===== src/rtl/bcd_time_counter_if.sv =====
// Button and display-side signals of the BCD time counter, bundled with
// master (button/display side) and slave (counter core) modports.
interface bcd_time_counter_if;
    logic        btn_mode;
    logic        btn_inc;
    logic [23:0] time_bcd;
    logic        sec_tick;
    logic        set_hour;
    logic        set_min;
    logic [5:0]  blank_mask;

    modport master (
        output btn_mode, btn_inc,
        input  time_bcd, sec_tick, set_hour, set_min, blank_mask
    );

    modport slave (
        input  btn_mode, btn_inc,
        output time_bcd, sec_tick, set_hour, set_min, blank_mask
    );
endinterface


===== src/rtl/bcd_time_counter.sv =====
// 24-hour hh:mm:ss BCD timekeeper with a 1 Hz prescaler and two-button set mode.
// Optional 2 Hz digit blinking in the set states is built when BCD_TIME_COUNTER_BLINK_EN is defined.
module bcd_time_counter #(
    parameter int CLK_FREQ = 100_000_000
) (
    input  logic               clk,
    input  logic               rst,
    bcd_time_counter_if.slave  bus
);

    localparam int PW = $clog2(CLK_FREQ);
    localparam logic [PW-1:0] PRESC_LAST = PW'(CLK_FREQ - 1);

    typedef enum logic [1:0] {
        ST_RUN      = 2'd0,
        ST_SET_HOUR = 2'd1,
        ST_SET_MIN  = 2'd2
    } state_t;

    // Sexagesimal two-digit BCD increment; bit 8 is the carry out of 59.
    function automatic logic [8:0] inc_sexa(input logic [7:0] v);
        if (v[3:0] == 4'd9) begin
            if (v[7:4] == 4'd5) begin
                return {1'b1, 8'h00};
            end else begin
                return {1'b0, v[7:4] + 4'd1, 4'd0};
            end
        end else begin
            return {1'b0, v[7:4], v[3:0] + 4'd1};
        end
    endfunction

    function automatic logic [7:0] inc_hour(input logic [7:0] v);
        if (v == 8'h23) begin
            return 8'h00;
        end else if (v[3:0] == 4'd9) begin
            return {v[7:4] + 4'd1, 4'd0};
        end else begin
            return {v[7:4], v[3:0] + 4'd1};
        end
    endfunction

    state_t          r_state;
    logic [PW-1:0]   r_presc;
    logic [7:0]      r_hours;
    logic [7:0]      r_mins;
    logic [7:0]      r_secs;
    logic            r_sec_tick;
    logic            r_set_hour;
    logic            r_set_min;

    logic [8:0]      w_sec_next;
    logic [8:0]      w_min_next;
    logic [7:0]      w_hour_next;

    assign w_sec_next  = inc_sexa(r_secs);
    assign w_min_next  = inc_sexa(r_mins);
    assign w_hour_next = inc_hour(r_hours);

    // Mode FSM, prescaler and time registers; a mode press always wins over an increment or tick.
    always_ff @(posedge clk) begin
        if (rst) begin
            r_state    <= ST_RUN;
            r_presc    <= '0;
            r_hours    <= 8'h00;
            r_mins     <= 8'h00;
            r_secs     <= 8'h00;
            r_sec_tick <= 1'b0;
            r_set_hour <= 1'b0;
            r_set_min  <= 1'b0;
        end else begin
            r_sec_tick <= 1'b0;
            case (r_state)
                ST_RUN: begin
                    if (bus.btn_mode) begin
                        r_state    <= ST_SET_HOUR;
                        r_set_hour <= 1'b1;
                        r_presc    <= '0;
                    end else if (r_presc == PRESC_LAST) begin
                        r_presc    <= '0;
                        r_sec_tick <= 1'b1;
                        r_secs     <= w_sec_next[7:0];
                        if (w_sec_next[8]) begin
                            r_mins <= w_min_next[7:0];
                            if (w_min_next[8]) begin
                                r_hours <= w_hour_next;
                            end
                        end
                    end else begin
                        r_presc <= r_presc + PW'(1);
                    end
                end
                ST_SET_HOUR: begin
                    if (bus.btn_mode) begin
                        r_state    <= ST_SET_MIN;
                        r_set_hour <= 1'b0;
                        r_set_min  <= 1'b1;
                    end else if (bus.btn_inc) begin
                        r_hours <= w_hour_next;
                    end
                end
                ST_SET_MIN: begin
                    if (bus.btn_mode) begin
                        // Seconds restart from zero so the edited minute begins cleanly.
                        r_state   <= ST_RUN;
                        r_set_min <= 1'b0;
                        r_secs    <= 8'h00;
                        r_presc   <= '0;
                    end else if (bus.btn_inc) begin
                        r_mins <= w_min_next[7:0];
                    end
                end
                default: begin
                    r_state    <= ST_RUN;
                    r_presc    <= '0;
                    r_set_hour <= 1'b0;
                    r_set_min  <= 1'b0;
                end
            endcase
        end
    end

    assign bus.time_bcd = {r_hours, r_mins, r_secs};
    assign bus.sec_tick = r_sec_tick;
    assign bus.set_hour = r_set_hour;
    assign bus.set_min  = r_set_min;

`ifdef BCD_TIME_COUNTER_BLINK_EN
    localparam int QTR = CLK_FREQ / 4;
    localparam int BW  = (QTR > 1) ? $clog2(QTR) : 1;
    localparam logic [BW-1:0] BLINK_LAST = BW'(QTR - 1);

    logic [BW-1:0] r_blink_cnt;
    logic          r_blink_phase;
    logic [5:0]    r_blank_mask;

    // Blink phase restarts visible on entry to a set state and after every edit.
    always_ff @(posedge clk) begin
        if (rst) begin
            r_blink_cnt   <= '0;
            r_blink_phase <= 1'b0;
            r_blank_mask  <= 6'b000000;
        end else if ((r_state == ST_RUN && !bus.btn_mode) ||
                     (r_state == ST_SET_MIN && bus.btn_mode)) begin
            r_blink_cnt   <= '0;
            r_blink_phase <= 1'b0;
            r_blank_mask  <= 6'b000000;
        end else if (bus.btn_mode || bus.btn_inc) begin
            r_blink_cnt   <= '0;
            r_blink_phase <= 1'b0;
            r_blank_mask  <= 6'b000000;
        end else if (r_blink_cnt == BLINK_LAST) begin
            r_blink_cnt   <= '0;
            r_blink_phase <= ~r_blink_phase;
            if (!r_blink_phase) begin
                r_blank_mask <= (r_state == ST_SET_HOUR) ? 6'b110000 : 6'b001100;
            end else begin
                r_blank_mask <= 6'b000000;
            end
        end else begin
            r_blink_cnt <= r_blink_cnt + BW'(1);
        end
    end

    assign bus.blank_mask = r_blank_mask;
`else
    assign bus.blank_mask = 6'b000000;
`endif

endmodule


===== src/flat_wrapper.sv =====
// flat-port wrapper written by rule: the top's interface ports become plain ports
module bcd_time_counter_flat 
#(
    parameter int CLK_FREQ = 100_000_000
)
  (clk, rst, bus_btn_mode, bus_btn_inc, bus_time_bcd, bus_sec_tick, bus_set_hour, bus_set_min, bus_blank_mask);
  bcd_time_counter_if bus_i ();
  input  logic clk;
  input  logic rst;
  input wire logic [$bits(bus_i.btn_mode)-1:0] bus_btn_mode;
  input wire logic [$bits(bus_i.btn_inc)-1:0] bus_btn_inc;
  output wire logic [$bits(bus_i.time_bcd)-1:0] bus_time_bcd;
  output wire logic [$bits(bus_i.sec_tick)-1:0] bus_sec_tick;
  output wire logic [$bits(bus_i.set_hour)-1:0] bus_set_hour;
  output wire logic [$bits(bus_i.set_min)-1:0] bus_set_min;
  output wire logic [$bits(bus_i.blank_mask)-1:0] bus_blank_mask;
  assign bus_i.btn_mode = bus_btn_mode;
  assign bus_i.btn_inc = bus_btn_inc;
  assign bus_time_bcd = bus_i.time_bcd;
  assign bus_sec_tick = bus_i.sec_tick;
  assign bus_set_hour = bus_i.set_hour;
  assign bus_set_min = bus_i.set_min;
  assign bus_blank_mask = bus_i.blank_mask;
  bcd_time_counter #(.CLK_FREQ(CLK_FREQ)) u_core (.clk(clk), .rst(rst), .bus(bus_i));
endmodule

===== config.mk =====
export PLATFORM = sky130hd
export DESIGN_NAME = bcd_time_counter_flat
export DESIGN_NICKNAME = d
export VERILOG_FILES = /design/src/rtl/bcd_time_counter_if.sv /design/src/rtl/bcd_time_counter.sv /design/src/flat_wrapper.sv
export SDC_FILE = /design/constraint.sdc
export NUM_CORES = 1
export LEC_CHECK = 0
export ABC_AREA = 0
export CORE_MARGIN = 8
export CORE_UTILIZATION = 55
export CTS_CLUSTER_DIAMETER = 80
export DETAILED_ROUTE_END_ITERATION = 8
export HOLD_SLACK_MARGIN = 0.08
export MAX_ROUTING_LAYER = met4
export PLACE_DENSITY_LB_ADDON = 0.15
export SETUP_SLACK_MARGIN = 0.5
export SYNTH_ARGS = -nofsm -noshare
export SYNTH_HDL_FRONTEND = slang
export SYNTH_SLANG_ARGS = --single-unit

===== constraint.sdc =====
create_clock -name clk -period 3.2 [get_ports clk]
set_input_delay 0.32 -clock clk [delete_from_list [all_inputs] [get_ports clk]]
set_output_delay 0.32 -clock clk [all_outputs]
set_load 0.01 [all_outputs]

# Word-level counts from Yosys, hierarchy flattened
# Cells that the tools add are included.
[totals]
output_inout_bits = 33
regBits = 56
in_bits = 4
elab_cells = 88
[classes]
n_reduce_logical = 12
muxes = 36
add_sub_neg = 7
bitwise = 3
eq_ne = 21
[op_table]
columns = ["operator", "count"]
rows = [
  ["$mux W8", 16],
  ["$mux W27", 3],
  ["$pmux W27 S3", 1],
  ["$pmux W8 S2", 3],
  ["$mux W9", 4],
  ["$add A27 B1 Y27 const B", 1],
  ["$eq A27 B27 Y1 const B", 1],
  ["$add A4 B1 Y4 const B", 6],
  ["$ne A2 B2 Y1 const B", 8],
  ["$eq A4 B4 Y1 const B", 3],
  ["$reduce_and A3 Y1", 3],
  ["$eq A4 B3 Y1 const B", 2],
  ["$eq A8 B6 Y1 const B", 1],
  ["$ne A2 B1 Y1 const B", 4],
  ["$reduce_and A7 Y1", 1],
  ["$mux W2", 3],
  ["$pmux W1 S3", 2],
  ["$pmux W2 S3", 1],
  ["$reduce_and A6 Y1", 1],
  ["$reduce_and A5 Y1", 1],
  ["$reduce_and A4 Y1", 1],
  ["$reduce_bool A2 Y1", 2],
  ["$mux W1", 3],
  ["$not A1 Y1", 3],
  ["other kinds (5)", 5],
]

# Logic depth before layout (Yosys ltp)
# Gate-level depths: netlist (run 1).
[logic_depth]
ltp_word = 8
depth_mapped = 8
ltp_nobuf = 7

# Least setup slack after synthesis (run 1)
# No wires, ideal clock.
[synth_timing]
path_kind = "register to register"
from = "reg u_core.r_presc[17]"
to = "reg u_core.r_secs[5]"
synth_period_minus_slack_ns = 2.214
t_arrival_ns = 2.144
n_path_buf = 0
stages_incl_launch_ff = 6
slack_ns = 0.986
required_ns = 3.130
setup_ns = 0.070
path_cell_list = "dfxtp_1 > or4b_4 > nor4_4 > nand4_1 > or4_1 > a21oi_1"
[synth_between]
elab_chain_cells = 3
[synth_rtl]
columns = ["item", "line_no", "rtl"]
rows = [
  ["start: declaration", "bcd_time_counter.sv:44", "logic [PW-1:0] r_presc;"],
  ["start signal: assignment", "bcd_time_counter.sv:90", "r_presc <= r_presc + PW'(1);"],
  ["$eq A27 B27 Y1", "bcd_time_counter.sv:79", "end else if (r_presc == PRESC_LAST) begin"],
  ["$ne A2 B1 Y1 (no line)", "-", ""],
  ["$reduce_and A5 Y1 (no line)", "-", ""],
  ["end signal: assignment", "bcd_time_counter.sv:82", "r_secs <= w_sec_next[7:0];"],
  ["end: declaration", "bcd_time_counter.sv:47", "logic [7:0] r_secs;"],
]
# Every way passes these cells.
# A chain may end at the register's enable or synchronous reset.

# Worst setup path after layout (run 1)
[layout_timing]
from = "reg u_core.r_presc[1]"
to = "reg u_core.r_secs[5]"
# Same word-level chain as after synthesis.

==> insert_results.sql, run 1 <==
INSERT INTO impl_metrics (metric_group, metric, value, unit) VALUES
('pwr', 'power_frac_comb', '9.5', '%'),
('worst_setup_path', 'cpLargestDelayFamily', 'simple AND/OR/NAND/NOR gates', ''),
('worst_setup_path', 'worst_r2r_path_depth', '7', ''),
('worst_setup_path', 'cp_max_fo', '8', ''),
('route', 'drt-initial-drc-count', '153', ''),
('timing', 'highest_clock_frequency_the_design_can_meet', '420', 'MHz'),
('worst_setup_path', 'worst_path_cell_trace', 'ha_1 > nand4_1 > nor4_4 > buf_4 > nand4_1 > or4_1 > a21oi_1', ''),
('pwr', 'net_switching_power', '0.328', 'mW'),
('layout', 'multi_input_area', '0.00195', 'sq mm'),
('route', 'dr_total_vias', '2885', ''),
('clock_network', 'cts.hold.buffers_added', '0', ''),
('floorplanning', 'fp.dieArea', '0.00856', 'sq mm'),
('pwr', 'cellPowerDensity', '377', 'mW/mm^2'),
('clock_network', 'tritoncts.num_buffers', '5', ''),
('worst_setup_path', 'crit_path_start_kind', 'register', ''),
('floorplanning', 'die_x', '92.5', 'microns'),
('pwr', 'leakagePower', '1.28', 'nW'),
('placed_design', 'detailed_place_hpwl', '5.42', 'mm'),
('placed_design', 'finalWeightedCongestion', '0.833', ''),
('worst_setup_path', 'r2r_setup_slack', '820', 'ps'),
('worst_setup_path', 'worst_ep_arrival_time', '2630', 'ps'),
('clock_network', 'worst_skew_pair.late_latency', '310', 'ps'),
('layout', 'insertedDiodeCount', '0', ''),
('hold_path', 'hold_depth', '2', ''),
('global_routing', 'antenna_found_initial', '0', ''),
('route', 'wl_per_cell', '15.3', 'microns'),
('yosys', 'post_syn_instances', '384', ''),
('yosys', 'synth.avg_cell_area', '8.39', 'sq um'),
('hold_path', 'min_delay_worst_endpoint', 'u_core.r_presc[26]', ''),
('floorplanning', 'initial_core_util', '55.7', '%'),
('timing', 'finalCriticalPeriod', '2380', 'ps'),
('timing', 'worst_pin_slew', '635', 'ps'),
('pwr', 'sequentialPowerShare', '52.2', '%'),
('yosys', 'ys_seq_area_share', '34.8', '%'),
('placed_design', 'place.port_buffers', '30', ''),
('timing', 'grt_setup_unrepaired', 'false', ''),
('timing', 'clock-skew-final', '8.33', 'ps'),
('worst_setup_path', 'critical_path.reg2reg.startpoint', 'u_core.r_presc[1]', ''),
('yosys', 'async_reset_ff_share', '0', '%'),
('yosys', 'synth_top_area_share', '34.8', '%'),
('pwr', 'vdd_ir_drop_max', '0.253', 'mV'),
('route', 'vias_per_cell', '5.91', ''),
('yosys', 'netlist-cell-type-count', '69', ''),
('worst_setup_path', 'crit_path_frequent_cell', 'sky130_fd_sc_hd__nand4_1', ''),
('outcome', 'status', 'completed', ''),
('global_routing', 'grt-busiest-layer', 'met2', ''),
('worst_setup_path', 'cp_slowest_cell', 'sky130_fd_sc_hd__or4_1', ''),
('layout', 'layout_utilization', '64.1', '%'),
('timing', 'final-hold-violation-count', '0', ''),
('run', 'drv_cap', '0', ''),
('yosys', 'synth_commonest_cells', 'sky130_fd_sc_hd__dfxtp_1 (56), sky130_fd_sc_hd__nor2_1 (47), sky130_fd_sc_hd__nand2_1 (26)', ''),
('timing', 'worst_slew_margin_rel', '57.3', '%'),
('clock_network', 'clock_tree_from_tritoncts', 'yes', ''),
('yosys', 'synth_area', '0.00322', 'sq mm'),
('layout', 'seqCellArea', '0.00112', 'sq mm'),
('timing', 'period_share', '74.5', '%'),
('yosys', 'synthTopCellsByArea', 'sky130_fd_sc_hd__dfxtp_1 (35%), sky130_fd_sc_hd__nor2_1 (5.5%), sky130_fd_sc_hd__ha_1 (3.5%), sky130_fd_sc_hd__nand3_1 (3.4%), sky130_fd_sc_hd__nand4_1 (3.3%)', ''),
('hold_path', 'timing.hold.worst.class', 'reg2reg', ''),
('global_routing', 'grt.overflow.total', '0', ''),
('hold_path', 'hp-start', 'u_core.r_presc[26]', ''),
('yosys', 'yosys_register_bits', '56', ''),
('clock_network', 'numClockSinks', '56', ''),
('global_routing', 'met3_usage', '3.88', '%'),
('global_routing', 'grtUsageTotal', '18.5', '%'),
('clock_network', 'cts.reportedPaths.clkPinSlew', '100', 'ps'),
('yosys', 'biggest_area_consumer_among_synthesized_cells', 'sky130_fd_sc_hd__dfxtp_1', ''),
('route', 'postRouteAntennaNets', '0', ''),
('worst_setup_path', 'cp-end-kind', 'register', ''),
('timing', 'timing.final.max_slew_violations', '0', ''),
('layout', 'drive_gt1_share', '7.02', '%'),
('pwr', 'power_switching_share', '23.5', '%');
==> stage by stage <==
| step | instance area (sq um) | instances |
|---|---|---|
| final | 3700 | 488 |
| after CTS | 3700 | 487 |
| after detailed placement | 3570 | 480 |
| after global placement | 3570 | 480 |
| after floorplan | 3240 | 389 |
| after global routing | 3700 | 488 |
==> worst max path at each step <==
| stage | startpoint | end | depth (start not counted) |
|---|---|---|---|
| floorplan | u_core.r_presc[17] | u_core.r_secs[5] | 5 |
| global placement | bus_btn_mode | u_core.r_hours[1] | 7 |
| detailed placement | bus_btn_mode | u_core.r_hours[1] | 7 |
| CTS | u_core.r_presc[0] | u_core.r_secs[5] | 6 |
| global route | u_core.r_presc[0] | u_core.r_presc[21] | 8 |
| finish | u_core.r_presc[1] | u_core.r_secs[5] | 7 |
==> kinds of logic after synthesis <==
logic type | synth area share [%]
simple gates | 34.6
compound gates | 13.2
other cells | 0.116
mux | 2.37
buf+inv | 5.36
xor+xnor | 5.98
fa+ha+maj | 3.50
flops | 34.8
==> what timing repair did <==
action	CTS	global route
endpoints found under the hold margin	0	0
setup endpoints to repair	0	19
buffers inserted	0	1
gates resized for setup	0	0
==> area by class of cell <==
| cell class | count | area share [%] |
|---|---|---|
| Clock inverter | 2 | 1.62 |
| Tap cell | 75 | 2.53 |
| Inverter | 13 | 1.32 |
| Sequential cell | 56 | 30.3 |
| Multi-Input combinational cell | 300 | 52.5 |
| Clock buffer | 5 | 1.86 |
| Timing Repair Buffer | 37 | 9.86 |
==> layer usage <==
layer	vias to the layer above	wire length, microns
li1	1473	-
met1	1354	3510
met2	50	3560
met3	8	327
met4	0	85
met5	-	0
==> tightest hold or removal path: cells and delay by family, from the launching register on <==
family / cells / cell delay [ps]
DFF: 1 / 330
AOI/OAI and AO/OA: 2 / 130
==> flip-flops by register name (all words and copies together), names as in the netlist <==
| signal | count |
|---|---|
| u_core.r_presc | 27 |
| u_core.r_hours | 8 |
| u_core.r_mins | 8 |
| u_core.r_secs | 8 |
| u_core.r_state | 2 |
| u_core.bus.sec_tick | 1 |
| u_core.bus.set_hour | 1 |
| u_core.bus.set_min | 1 |
==> layout by cell type (no fill, tap or decap), types with 7 or more instances in the layout <==
cell	instances
sky130_fd_sc_hd__dfxtp_1	56
sky130_fd_sc_hd__xor2_1	11
sky130_fd_sc_hd__inv_1	13
sky130_fd_sc_hd__clkdlybuf4s50_1	30
sky130_fd_sc_hd__nand2_1	26
sky130_fd_sc_hd__nand3_1	22
sky130_fd_sc_hd__nand4_1	17
sky130_fd_sc_hd__nor2_1	47
sky130_fd_sc_hd__and3_1	7
sky130_fd_sc_hd__xnor2_1	11
sky130_fd_sc_hd__or4_1	8
sky130_fd_sc_hd__nor3_1	11
sky130_fd_sc_hd__nor4_1	9
sky130_fd_sc_hd__ha_1	9
sky130_fd_sc_hd__nand2b_1	7
sky130_fd_sc_hd__a21oi_1	12
==> power groups by stage <==
stage | Combinational, mW | Sequential, mW | Clock (mW)
finish | 0.132 | 0.728 | 0.535
global route | 0.149 | 0.731 | 0.569
CTS | 0.132 | 0.727 | 0.545
detailed placement | 0.131 | 0.743 | 0
global placement | 0.129 | 0.742 | 0
floorplan | 0.104 | 0.736 | 0
(Power assumes the default switching activity.)
==> inputs of run 2 (changes only) <==
Settings changed: CORE_UTILIZATION 55 to 51.
Clock period 3.2 ns to 2 ns, I/O delays scaled along.
==> run 2 against run 1 <==
Fmax grew 13%. Critical endpoint unchanged. The run now ends with negative setup slack left. Highest routed layer unchanged. Final cell count grew 17%. Total power grew 68%. Setup slack lost 930 ps. Sequential power grew 58%. Sequential share of layout area shrank 6.3 points. Non-clock buffer count grew 78.
==> insert_results.sql, run 2 (synthesized netlist as in run 1, its figures left out) <==
INSERT INTO impl_metrics (metric_group, metric, value, unit) VALUES
('outcome', 'status', 'complete, but fails checks', ''),
('outcome', 'failing_checks', 'negative setup slack', ''),
('floorplanning', 'initial_core_util', '51.6', '%'),
('global_routing', 'first_global_vias', '3283', ''),
('pwr', 'leakagePower', '1.92', 'nW'),
('layout', 'seqCellArea', '0.00115', 'sq mm'),
('layout', 'multi_input_area', '0.00231', 'sq mm'),
('layout', 'n_fill_cell', '412', ''),
('global_routing', 'grtUsageTotal', '21.9', '%'),
('placed_design', 'detailed_place_hpwl', '6.42', 'mm'),
('worst_setup_path', 'worstPathRequired', '2260', 'ps'),
('clock_network', 'clk_root_buffer_cell', 'sky130_fd_sc_hd__clkbuf_8', ''),
('timing', 'clock-skew-final', '12.3', 'ps'),
('pwr', 'power_switching_share', '26.5', '%'),
('pwr', 'net_switching_power', '0.621', 'mW'),
('global_routing', 'grt.overflow.total', '0', ''),
('worst_setup_path', 'cp-end-kind', 'register', ''),
('timing', 'holdWs', '463', 'ps'),
('clock_network', 'numClockSinks', '56', ''),
('timing', 'worst_slew_margin_rel', '66.4', '%'),
('run', 'drv_cap', '0', ''),
('route', 'total_wirelength_of_the_detailed_routed_design', '10.3', 'mm'),
('layout', 'drive_gt1_share', '38.8', '%'),
('pwr', 'vdd_ir_drop_max', '0.298', 'mV'),
('layout', 'final_cell_mix', 'sky130_fd_sc_hd__buf_4 (67), sky130_fd_sc_hd__dfxtp_1 (35), sky130_fd_sc_hd__nor2_1 (27)', ''),
('hold_path', 'timing.hold.worst.class', 'in2reg', ''),
('floorplanning', 'core_area', '0.00624', 'sq mm'),
('layout', 'final_common_cell', 'sky130_fd_sc_hd__buf_4', ''),
('route', 'postRouteAntennaNets', '0', ''),
('global_routing', 'wire_length_of_the_first_global_routing_pass', '15.6', 'mm'),
('timing', 'worst_pin_slew', '499', 'ps'),
('timing', 'highest_clock_frequency_the_design_can_meet', '474', 'MHz'),
('pwr', 'p_int', '1.72', 'mW'),
('route', 'vias_per_cell', '6.06', ''),
('layout', 'synthToLayoutAreaGrowth', '49.2', '%'),
('floorplanning', 'die_h', '95.5', 'microns'),
('route', 'drcViolationCount', '0', ''),
('pwr', 'cellPowerDensity', '487', 'mW/mm^2'),
('timing', 'period_share', '106', '%'),
('layout', 'largest_register', 'u_core.r_presc', ''),
('worst_setup_path', 'crit_path_start_kind', 'register', ''),
('pwr', 'power_frac_comb', '18.7', '%'),
('route', 'wl_per_cell', '18.1', 'microns'),
('pwr', 'power', '2.34', 'mW'),
('timing', 'setup-violations-final', '34', ''),
('floorplanning', 'fp.dieArea', '0.00912', 'sq mm'),
('clock_network', 'cts_htree_levels', '2', ''),
('global_routing', 'antenna_found_initial', '0', ''),
('global_routing', 'maximum_number_of_pins_on_one_net_before_global_route_repair', '38', ''),
('layout', 'largest_reg_flops', '27', ''),
('timing', 'final-hold-violation-count', '0', ''),
('placed_design', 'place.port_buffers', '30', ''),
('placed_design', 'placed_cells_incl_taps', '541', ''),
('route', 'drt-initial-drc-count', '183', ''),
('worst_setup_path', 'criticalPathCategory', 'reg2reg', ''),
('route', 'firstDrtPassIters', '5', ''),
('floorplanning', 'die_x', '95.5', 'microns'),
('worst_setup_path', 'cp_slowest_cell', 'sky130_fd_sc_hd__or4b_4', ''),
('floorplanning', 'ports', '37', ''),
('route', 'dr_total_vias', '3448', ''),
('clock_network', 'worst_skew_pair.late_latency', '330', 'ps'),
('worst_setup_path', 'timing.critical_path.slowest_cell_delay', '570', 'ps'),
('clock_network', 'cts.reportedPaths.clkPinSlew', '110', 'ps'),
('timing', 'fin_tns_setup', '-1290', 'ps'),
('clock_network', 'max-clock-path-buffers', '2', ''),
('timing', 'grt_setup_unrepaired', 'true', ''),
('layout', 'finish.cell_count_without_fillers', '569', ''),
('worst_setup_path', 'cp_max_fo', '5', ''),
('clock_network', 'tritoncts.num_buffers', '5', ''),
('worst_setup_path', 'worst_ep_arrival_time', '2370', 'ps'),
('pwr', 'sequentialPowerShare', '49.3', '%'),
('timing', 'timing.final.max_slew_violations', '0', ''),
('layout', 'insertedDiodeCount', '0', ''),
('layout', 'finalNetCount', '504', ''),
('floorplanning', 'row_count', '29', ''),
('worst_setup_path', 'worst_path_cell_trace', 'or4b_4 > nor4_4 > buf_4 > nand4_1 > or4_4 > a21oi_2', ''),
('clock_network', 'clock_tree_from_tritoncts', 'yes', ''),
('timing', 'finalCriticalPeriod', '2110', 'ps'),
('placed_design', 'finalWeightedCongestion', '0.881', ''),
('timing', 'finalWorstSetupSlack', '-112', 'ps'),
('pwr', 'clock_power_share', '32.1', '%');
run 2: cell types whose count changed in the layout (fill, tap and decap cells not counted), sizes merged:
| cell | before | now |
|---|---|---|
| buf | 7 | 83 |
| clkbuf | 5 | 8 |
| dlymetal6s2s | 0 | 5 |
| clkdlybuf4s50 | 30 | 14 |
| clkinv | 0 | 1 |
| dlygate4sd2 | 0 | 11 |
| bufinv | 2 | 1 |
run 2: power by group through the flow:
stage	combinational, mW	clock [mW]	sequential (mW)
CTS	0.365	0.762	1.15
detailed placement	0.309	0	1.18
global route	0.465	0.812	1.16
floorplan	0.195	0	1.18
finish	0.437	0.751	1.15
global placement	0.301	0	1.18
run 2: layout make-up:
cell class | count | area share, %
clock buffer | 6 | 1.51
clock inverter | 2 | 0.729
sequential | 56 | 24.0
multi-input combinational | 300 | 48.1
inverter | 13 | 1.02
timing repair buffer | 115 | 22.7
tap | 77 | 2.00
run 2: worst max-delay path, delay by kind of cell, from the launching register on:
kind | cells | cell delay, ps
compound gates | 1 | 130
buf+inv | 1 | 190
flops | 1 | 340
simple gates | 4 | 1400
run 2: metal layers:
metal,track usage [%],vias to the layer above,routed length [microns]
met2,38.2,116,5230
met3,3.15,34,593
li1,-,1625,-
met1,24.0,1673,4170
met4,10.1,0,334
met5,-,-,0
run 2: path summary, 6_finish.rpt:
check                                         from           endpoint  slack [ps]  cells past startpoint
worst max register to register  u_core.r_presc[17]   u_core.r_secs[5]        -110                      6
worst min register to register   u_core.r_hours[3]  u_core.r_hours[3]         510                      1
worst min-delay path                  bus_btn_mode  u_core.r_state[1]         460                      4
worst max-delay path            u_core.r_presc[17]   u_core.r_secs[5]        -110                      6
run 2: per-stage QoR:
step / instance area [sq um] / util, % / worst slack, ps
2_1_floorplan: 3380 / - / -100
3_3_place_gp: 4150 / 66.5 / -269
3_5_place_dp: 4150 / 66.5 / -332
4_1_cts: 4510 / 72.2 / -77.6
5_1_grt: 4810 / 77.0 / -175
6_report: 4810 / 77.0 / -112
run 2: repair_timing:
action	in CTS	in global routing
resized for setup	56	54
pin swaps	12	8
buffers inserted	8	8
cloned	2	2
setup endpoints to repair	67	63
endpoints found under the hold margin	0	0
hold buffers	0	0
==> inputs of run 3 (changes only) <==
Settings changed: ABC_AREA 0 to default.
==> results of run 3 <==
Final layout, timing and power as in run 2 (identical DEF).
